<file path="src/rtl/regfile_sb_if.sv">
// Decode-stage register file bus: read ports, write-back, issue claim and clear control.
interface regfile_sb_if #(
  parameter int DATA_W = 32,
  parameter int ADDR_W = 4
);
  logic [ADDR_W-1:0] rs;
  logic [ADDR_W-1:0] rt;
  logic [DATA_W-1:0] outputA;
  logic [DATA_W-1:0] outputB;
  logic              wr;
  logic [ADDR_W-1:0] wr_addr;
  logic [DATA_W-1:0] write_back_reg;
  logic              issue_en;
  logic [ADDR_W-1:0] issue_addr;
  logic              busy_a;
  logic              busy_b;
  logic              stall;
  logic              clr_req;
  logic              clr_busy;

  modport master (
    output rs, rt, wr, wr_addr, write_back_reg, issue_en, issue_addr, clr_req,
    input  outputA, outputB, busy_a, busy_b, stall, clr_busy
  );

  modport slave (
    input  rs, rt, wr, wr_addr, write_back_reg, issue_en, issue_addr, clr_req,
    output outputA, outputB, busy_a, busy_b, stall, clr_busy
  );
endinterface

</file>
<file path="src/rtl/regfile_sb.sv">
// Parametrised register file with pending-write scoreboard and sequential clear sweep.
// Optional write-through forwarding enabled by defining REGFILE_BYPASS_EN.
module regfile_sb #(
  parameter int DATA_W   = 32,
  parameter int ADDR_W   = 4,
  parameter int ZERO_REG = 0
) (
  input  logic          clock,
  input  logic          rst,
  regfile_sb_if.slave   bus
);
  localparam int DEPTH = 2 ** ADDR_W;

  typedef enum logic {IDLE, SWEEP} state_t;

  state_t              state_q, state_d;
  logic [ADDR_W-1:0]   cnt_q, cnt_d;
  logic [DATA_W-1:0]   mem_q [DEPTH];
  logic [DATA_W-1:0]   mem_d [DEPTH];
  logic [DEPTH-1:0]    pend_q, pend_d;

  logic idle;
  logic wr_ok;
  logic issue_ok;
  logic fwd_a;
  logic fwd_b;

  assign idle     = (state_q == IDLE);
  assign wr_ok    = (ZERO_REG == 0) || (bus.wr_addr != '0);
  assign issue_ok = (ZERO_REG == 0) || (bus.issue_addr != '0);

  always_comb begin
    state_d = state_q;
    cnt_d   = cnt_q;
    mem_d   = mem_q;
    pend_d  = pend_q;
    if (state_q == SWEEP) begin
      mem_d[cnt_q]  = '0;
      pend_d[cnt_q] = 1'b0;
      cnt_d         = cnt_q + 1'b1;
      if (cnt_q == ADDR_W'(DEPTH - 1)) begin
        state_d = IDLE;
      end
    end else begin
      if (bus.wr && wr_ok) begin
        mem_d[bus.wr_addr] = bus.write_back_reg;
      end
      if (bus.wr) begin
        pend_d[bus.wr_addr] = 1'b0;
      end
      // Set after clear: a same-cycle re-issue belongs to the newer producer.
      if (bus.issue_en && issue_ok) begin
        pend_d[bus.issue_addr] = 1'b1;
      end
      if (bus.clr_req) begin
        state_d = SWEEP;
        cnt_d   = '0;
      end
    end
  end

  always_ff @(posedge clock) begin
    if (rst) begin
      state_q <= IDLE;
      cnt_q   <= '0;
      pend_q  <= '0;
      for (int unsigned i = 0; i < DEPTH; i++) begin
        mem_q[i] <= '0;
      end
    end else begin
      state_q <= state_d;
      cnt_q   <= cnt_d;
      pend_q  <= pend_d;
      mem_q   <= mem_d;
    end
  end

`ifdef REGFILE_BYPASS_EN
  assign fwd_a = idle && bus.wr && (bus.wr_addr == bus.rs);
  assign fwd_b = idle && bus.wr && (bus.wr_addr == bus.rt);
`else
  assign fwd_a = 1'b0;
  assign fwd_b = 1'b0;
`endif

  always_comb begin
    if ((ZERO_REG != 0) && (bus.rs == '0)) begin
      bus.outputA = '0;
    end else if (fwd_a) begin
      bus.outputA = bus.write_back_reg;
    end else begin
      bus.outputA = mem_q[bus.rs];
    end
    if ((ZERO_REG != 0) && (bus.rt == '0)) begin
      bus.outputB = '0;
    end else if (fwd_b) begin
      bus.outputB = bus.write_back_reg;
    end else begin
      bus.outputB = mem_q[bus.rt];
    end
    bus.busy_a   = pend_q[bus.rs] && !fwd_a;
    bus.busy_b   = pend_q[bus.rt] && !fwd_b;
    bus.clr_busy = !idle;
    bus.stall    = bus.busy_a || bus.busy_b || !idle;
  end
endmodule

</file>
<file path="src/flat_wrapper.sv">
// flat-port wrapper written by rule: the top's interface ports become plain ports
module regfile_sb_flat 
#(
  parameter int DATA_W   = 32,
  parameter int ADDR_W   = 4,
  parameter int ZERO_REG = 0
)
  (clock, rst, bus_rs, bus_rt, bus_wr, bus_wr_addr, bus_write_back_reg, bus_issue_en, bus_issue_addr, bus_clr_req, bus_outputA, bus_outputB, bus_busy_a, bus_busy_b, bus_stall, bus_clr_busy);
  regfile_sb_if #(.DATA_W(DATA_W), .ADDR_W(ADDR_W)) bus_i ();
  input  logic clock;
  input  logic rst;
  input wire logic [$bits(bus_i.rs)-1:0] bus_rs;
  input wire logic [$bits(bus_i.rt)-1:0] bus_rt;
  input wire logic [$bits(bus_i.wr)-1:0] bus_wr;
  input wire logic [$bits(bus_i.wr_addr)-1:0] bus_wr_addr;
  input wire logic [$bits(bus_i.write_back_reg)-1:0] bus_write_back_reg;
  input wire logic [$bits(bus_i.issue_en)-1:0] bus_issue_en;
  input wire logic [$bits(bus_i.issue_addr)-1:0] bus_issue_addr;
  input wire logic [$bits(bus_i.clr_req)-1:0] bus_clr_req;
  output wire logic [$bits(bus_i.outputA)-1:0] bus_outputA;
  output wire logic [$bits(bus_i.outputB)-1:0] bus_outputB;
  output wire logic [$bits(bus_i.busy_a)-1:0] bus_busy_a;
  output wire logic [$bits(bus_i.busy_b)-1:0] bus_busy_b;
  output wire logic [$bits(bus_i.stall)-1:0] bus_stall;
  output wire logic [$bits(bus_i.clr_busy)-1:0] bus_clr_busy;
  assign bus_i.rs = bus_rs;
  assign bus_i.rt = bus_rt;
  assign bus_i.wr = bus_wr;
  assign bus_i.wr_addr = bus_wr_addr;
  assign bus_i.write_back_reg = bus_write_back_reg;
  assign bus_i.issue_en = bus_issue_en;
  assign bus_i.issue_addr = bus_issue_addr;
  assign bus_i.clr_req = bus_clr_req;
  assign bus_outputA = bus_i.outputA;
  assign bus_outputB = bus_i.outputB;
  assign bus_busy_a = bus_i.busy_a;
  assign bus_busy_b = bus_i.busy_b;
  assign bus_stall = bus_i.stall;
  assign bus_clr_busy = bus_i.clr_busy;
  regfile_sb #(.DATA_W(DATA_W), .ADDR_W(ADDR_W), .ZERO_REG(ZERO_REG)) u_core (.clock(clock), .rst(rst), .bus(bus_i));
endmodule
</file>
<file path="config.mk">
export PLATFORM = sky130hd
export DESIGN_NAME = regfile_sb_flat
export DESIGN_NICKNAME = d
export VERILOG_FILES = /design/src/rtl/regfile_sb_if.sv /design/src/rtl/regfile_sb.sv /design/src/flat_wrapper.sv
export SDC_FILE = /design/constraint.sdc
export NUM_CORES = 1
export LEC_CHECK = 0
export ABC_AREA = 1
export BUFFER_PORTS_ARGS = -buffer_cell sky130_fd_sc_hd__buf_2
export CORE_UTILIZATION = 40
export CTS_CLUSTER_SIZE = 16
export DETAILED_ROUTE_END_ITERATION = 6
export PLACE_DENSITY = 0.61
export SLEW_MARGIN = 10
export SYNTH_ARGS = -nofsm -noshare
export SYNTH_HDL_FRONTEND = slang
export SYNTH_SLANG_ARGS = --single-unit
</file>
<file path="constraint.sdc">
create_clock -name clock -period 4.6 [get_ports clock]
set_input_delay 0.46 -clock clock [delete_from_list [all_inputs] [get_ports clock]]
set_output_delay 0.46 -clock clock [all_outputs]
set_load 0.05 [all_outputs]
</file>
* Word-level counts from Yosys, hierarchy flattened
Cells that the tools add are included.
** Cells by class
- Magnitude comparators :: 14
- Div/mod/pow operators :: 0
- Multipliers :: 0
- Multiplexer cells :: 32
- Reduce and logical (&&, ||, !) cells :: 9
- Shift-type cells :: 0
- Equal/unequal tests :: 1
- Bitwise operators :: 11
- Add/sub/neg operators :: 1
** Operator list (count)
- $mux W512 :: 2
- $and A512 B512 Y512 :: 1
- $bwmux W512 :: 1
- $not A512 Y512 :: 1
- $bmux W32 S4 :: 2
- $demux W32 S4 :: 2
- $mux W32 :: 6
- $mux W16 :: 4
- $and A16 B16 Y16 :: 2
- $not A16 Y16 :: 2
- $lt A4 B5 Y1 const B :: 5
- $ge A5 B5 Y1 const B :: 4
- $not A4 Y5 :: 4
- $or A16 B16 Y16 :: 1
- $demux W1 S4 :: 3
- $ge A4 B1 Y1 const B :: 3
- $lt A5 B1 Y1 const B :: 2
- $bmux W1 S4 :: 2
- $mux W1 :: 8
- $mux W4 :: 2
- $logic_and A1 B1 Y1 :: 5
- $add A4 B1 Y4 const B :: 1
- $eq A4 B4 Y1 const B :: 1
- $reduce_bool A2 Y1 :: 2
- $logic_or A1 B1 Y1 :: 2
** Storage, ports and cells
- Word-level logic and storage cells :: 87
- Register bits :: 533
- Latch bits :: 0
- Memories kept :: 0
- Memory bits (read-only) :: 0
- RAM bits :: 0
- Input port bits :: 53
- Output and inout port bits :: 68

* Depth between registers and ports, before layout
- Depth in word-level cells :: 11
- Depth in mapped cells :: 10
- Gate-level depth less buffers :: 9

* Least setup slack after synthesis
No wires, ideal clock.
- Path type :: input to output
- Start point :: input bus_rt[0]
- End point :: output bus_stall
- Data arrival time :: 2.037 ns
- Required time :: 4.140 ns
- Path slack :: 2.103 ns
- Path buffers :: 2
- Stages on the path :: 10
- Cell sequence :: buf_2 clkinv_1 clkbuf_1 nand2_1 nand3_1 nand3_1 nand3_1 nand2_1 inv_1 nand2_1
** Between the ends
- Word-level cells in the longest chain between the ends :: 4
** Ends and longest elaborated chain
- start: declaration :: RTL line flat_wrapper.sv:13 : input wire logic [$bits(bus_i.rt)-1:0] bus_rt;
- $bmux W1 S4 :: RTL line regfile_sb.sv:102 : bus.busy_b = pend_q[bus.rt] && !fwd_b;
- $mux W1 (not written as such) :: RTL line regfile_sb.sv:102
- net bus_busy_b :: RTL line flat_wrapper.sv:23 : output wire logic [$bits(bus_i.busy_b)-1:0] bus_busy_b;
- $logic_or A1 B1 Y1 (2 in series) :: RTL line regfile_sb.sv:104 : bus.stall = bus.busy_a || bus.busy_b || !idle;
- end: declaration :: RTL line flat_wrapper.sv:24 : output wire logic [$bits(bus_i.stall)-1:0] bus_stall;
The timed path passes the listed nets, and every way through them passes these cells. The select of a mux whose other input is x is not followed.

* Final worst setup path
- Start point :: input bus_rs[1]
- End point :: output bus_outputA[28]
** Between the ends
- Word-level cells in the longest chain between the ends :: 4
** Ends and longest elaborated chain
- start: declaration :: RTL line flat_wrapper.sv:12 : input wire logic [$bits(bus_i.rs)-1:0] bus_rs;
- $not A4 Y5 (not written as such) :: RTL line regfile_sb.sv:92 : bus.outputA = mem_q[bus.rs];
- $bmux W32 S4 :: RTL line regfile_sb.sv:92
- $mux W32 (not written as such) (2 in series) :: RTL line regfile_sb.sv:92
- end: declaration :: RTL line flat_wrapper.sv:20 : output wire logic [$bits(bus_i.outputA)-1:0] bus_outputA;
Every way passes these cells. The select of a mux whose other input is x is not followed.

==> results.json <==
{
  "finalSetupViolCount": 0,
  "io_pins": 121,
  "min_from": "bus_issue_addr[0]",
  "syn_inst": 4512,
  "place_inst": 5219,
  "wl_per_cell_um": 23.3,
  "firstDrtPassIters": 6,
  "slew_violations": 0,
  "layout_setup_ws_ns": 0.991,
  "cp_slowest_stage_delay_ns": 0.69,
  "period_needed_ns": 3.61,
  "yosys-top-cells-area": "dfxtp_1, a21oi_1, nand3_1",
  "r2r-end": "u_core.mem_q[214]$_SDFFE_PP0P_",
  "maxCapViolations": 0,
  "cts-root-buf": "clkbuf_16",
  "arrival_ns": 3.15,
  "cts_resized": 0,
  "async_flop_share": 0,
  "fin_nets": 4389,
  "p_clk_frac": 0.449,
  "ys_types": 28,
  "cp.depth": 9,
  "switchingPower_w": 0.00338,
  "cts.sinks": 533,
  "fmax_ghz": 0.277,
  "place_area_sq_um": 30000,
  "globalplace.congestion": 0.834,
  "hold_class": "in2reg",
  "grt_pass1_vias": 29000,
  "io_buffers": 120,
  "fin_crit_sh": 0.785,
  "post_cts_buffers": 0,
  "hold_ws_ns": 0.124,
  "worstMarginPinSlew_ns": 1.26,
  "synth.avg_cell_area_sq_um": 6.45,
  "cts_buffers": 61,
  "grt_pass1_wl_um": 183000,
  "min_delay_path_depth": 3,
  "finClkSkew_ns": 0.0158,
  "final_layout_size_suffix_gt1_frac": 0.0818,
  "cp_slowest_cell": "inv_4",
  "post-place-ws_ns": 1.12,
  "die_w_um": 272,
  "via_per_inst": 6.03,
  "rsz0062_at_grt": "false",
  "instances_no_fill": 5329,
  "coreArea_sq_um": 71700,
  "ff2ff_path_depth": 7,
  "pwr-share-seq": 0.410,
  "netlist_area_sq_um": 29100,
  "setup.worst_path.class": "in2out",
  "ys_seq_elements": 533,
  "antenna_found_initial": 4,
  "ys_seq_area_frac": 0.367,
  "start_util": 0.405,
  "internal-power_w": 0.00805,
  "comb_power_share": 0.141,
  "ff2ff_setup_slack_ns": 1.29,
  "die_area_sq_um": 73800,
  "status": "finished, final reports clean",
  "synth_fp_nets": 4569,
  "drtAntennaViolNets": 0,
  "path_common_cell": "nand3_1",
  "synth_top_cell_area_share": 0.367,
  "placementRows": 98,
  "ys.flop_type": "dfxtp_1",
  "path_clk_slew_ns": 0.06,
  "clkLatencyLatePin_ns": 0.66,
  "path_cells": "buf_6 -> inv_4 -> buf_4 -> a21oi_1 -> o21ai_0 -> nand3_1 -> nand3_1 -> nand2_1 -> buf_2",
  "dpl.hpwl_um": 63800,
  "fp.dieH_um": 272,
  "p_leak_nw": 11.3,
  "synth-edff-count": 0,
  "synth.most_common_cell": "a21oi_1",
  "p_sw_frac": 0.296,
  "finalSetupTns_ns": 0,
  "totalWireLength_um": 124000,
  "track_usage": 0.324,
  "clk_path_buf_depth": 3,
  "cts_hold_buf": 0,
  "syn_to_final_growth_pct": 10.1,
  "yosysTopAreaCell": "dfxtp_1",
  "cp-end-kind": "output port",
  "synth_common_cells": "a21oi_1, nand3_1, inv_1, dfxtp_1, nand2_1",
  "relSlewSlack": 0.163,
  "drc_errors": 0,
  "cts_tree": "yes",
  "rr_startpoint": "u_core.bus.clr_busy$_SDFF_PP0_",
  "yosysWarnings": 0,
  "vdd_ir_drop_max_mv": 0.288,
  "cp_num_buf_inv": 4,
  "initialDrtViolationCount": 4626,
  "pwr_density_cell_nw_per_um2": 357,
  "hold-path-endpoint": "u_core.pend_q[15]$_SDFF_PP0_",
  "cpLargestDelayFamily": "buffers and inverters",
  "startpoint_type": "primary input",
  "antennaDiodeCount": 0,
  "stdcell_area_sq_um": 32000,
  "grt_start_max_net_pins": 200,
  "hold_viol": 0,
  "worstPathMaxFanout": 83,
  "grt_overflow": 0,
  "num_vias": 32100,
  "h-tree-depth": 2,
  "required_ns": 4.14
}
-- flip-flops by register name, indices dropped and copies added, names as in the netlist --
register and flops:
u_core.pend_q 16, u_core.bus.clr_busy 1, u_core.cnt_q 4, u_core.mem_q 512
-- placed cells by master, fill, tap and decap left out, drive strengths merged, types with 5 or more instances in the layout --
master  count
dfxtp     533
o22ai     222
inv       563
buf       187
nor3        9
o211ai     77
nand2     496
o21ai     445
clkbuf     98
a21oi     749
clkinv      9
or2        34
nand4       5
nor2      249
nand3     689
-- routing by layer --
| layer | track usage | part of all wire | wire length [um] |
|---|---|---|---|
| met1 | 0.450 | 0.42 | 51800 |
| met4 | 0.138 | 0.043 | 5310 |
| met3 | 0.0622 | 0.12 | 14900 |
| met5 | 0 | 0.00033 | 41 |
| met2 | 0.486 | 0.42 | 52400 |
-- cells by family (layout without fill, tap and decap cells) --
| family | after synthesis | count (layout) | share of synthesized area |
|---|---|---|---|
| adder cells (fa/ha/maj) | 4 | 4 | 0.00172 |
| flip-flops | 533 | 533 | 0.367 |
| AO/OA/AOI/OAI | 1496 | 1496 | 0.274 |
| buffers and inverters | 994 | 861 | 0.131 |
| AND/OR/NAND/NOR | 1485 | 1485 | 0.227 |
-- worst reg2reg max path, stage by stage (launching register included) --
cell and delay (ns):
dfxtp_1 0.63, nor3_4 0.94, nand2_2 0.15, nand2_2 0.90
buf_4 0.36, o22ai_1 0.09, inv_1 0.08, nor2_1 0.04
-- power by group through the flow --
| stage | clock (W) | combinational (W) | sequential (W) |
|---|---|---|---|
| final | 0.00513 | 0.00161 | 0.00469 |
| after global routing | 0.00532 | 0.00170 | 0.00470 |
| after CTS | 0.00514 | 0.00157 | 0.00469 |
| after detailed placement | 0 | 0.00157 | 0.00479 |
| after global placement | 0 | 0.00156 | 0.00479 |
| after floorplan | 0 | 0.00108 | 0.00478 |
-- through the flow --
step	total power, W	utilization
5_1_grt	0.0117	0.447
4_1_cts	0.0114	0.447
6_report	0.0114	0.447
3_5_place_dp	0.00636	0.418
2_1_floorplan	0.00586	-
3_3_place_gp	0.00635	0.418
-- worst max-delay path by stage --
stage | end | slack [ns] | from
floorplan | bus_stall | 2.10 | bus_rt[0]
global placement | bus_outputA[21] | 1.13 | bus_rs[1]
detailed placement | bus_outputA[21] | 1.12 | bus_rs[1]
CTS | bus_outputA[21] | 1.10 | bus_rs[1]
global route | bus_outputA[29] | 0.94 | bus_rs[1]
finish | bus_outputA[28] | 0.99 | bus_rs[1]
-- layout make-up --
class                           count  area, sq um
Clock buffer                       98         1940
Multi-Input combinational cell   2985        14700
Sequential cell                   533        10700
Clock inverter                     12          141
Inverter                          564         2130
Tap cell                          950         1190
Timing Repair Buffer              187         1280
Fill cell                        7515        39700
Power figures use the tool's default switching activity.
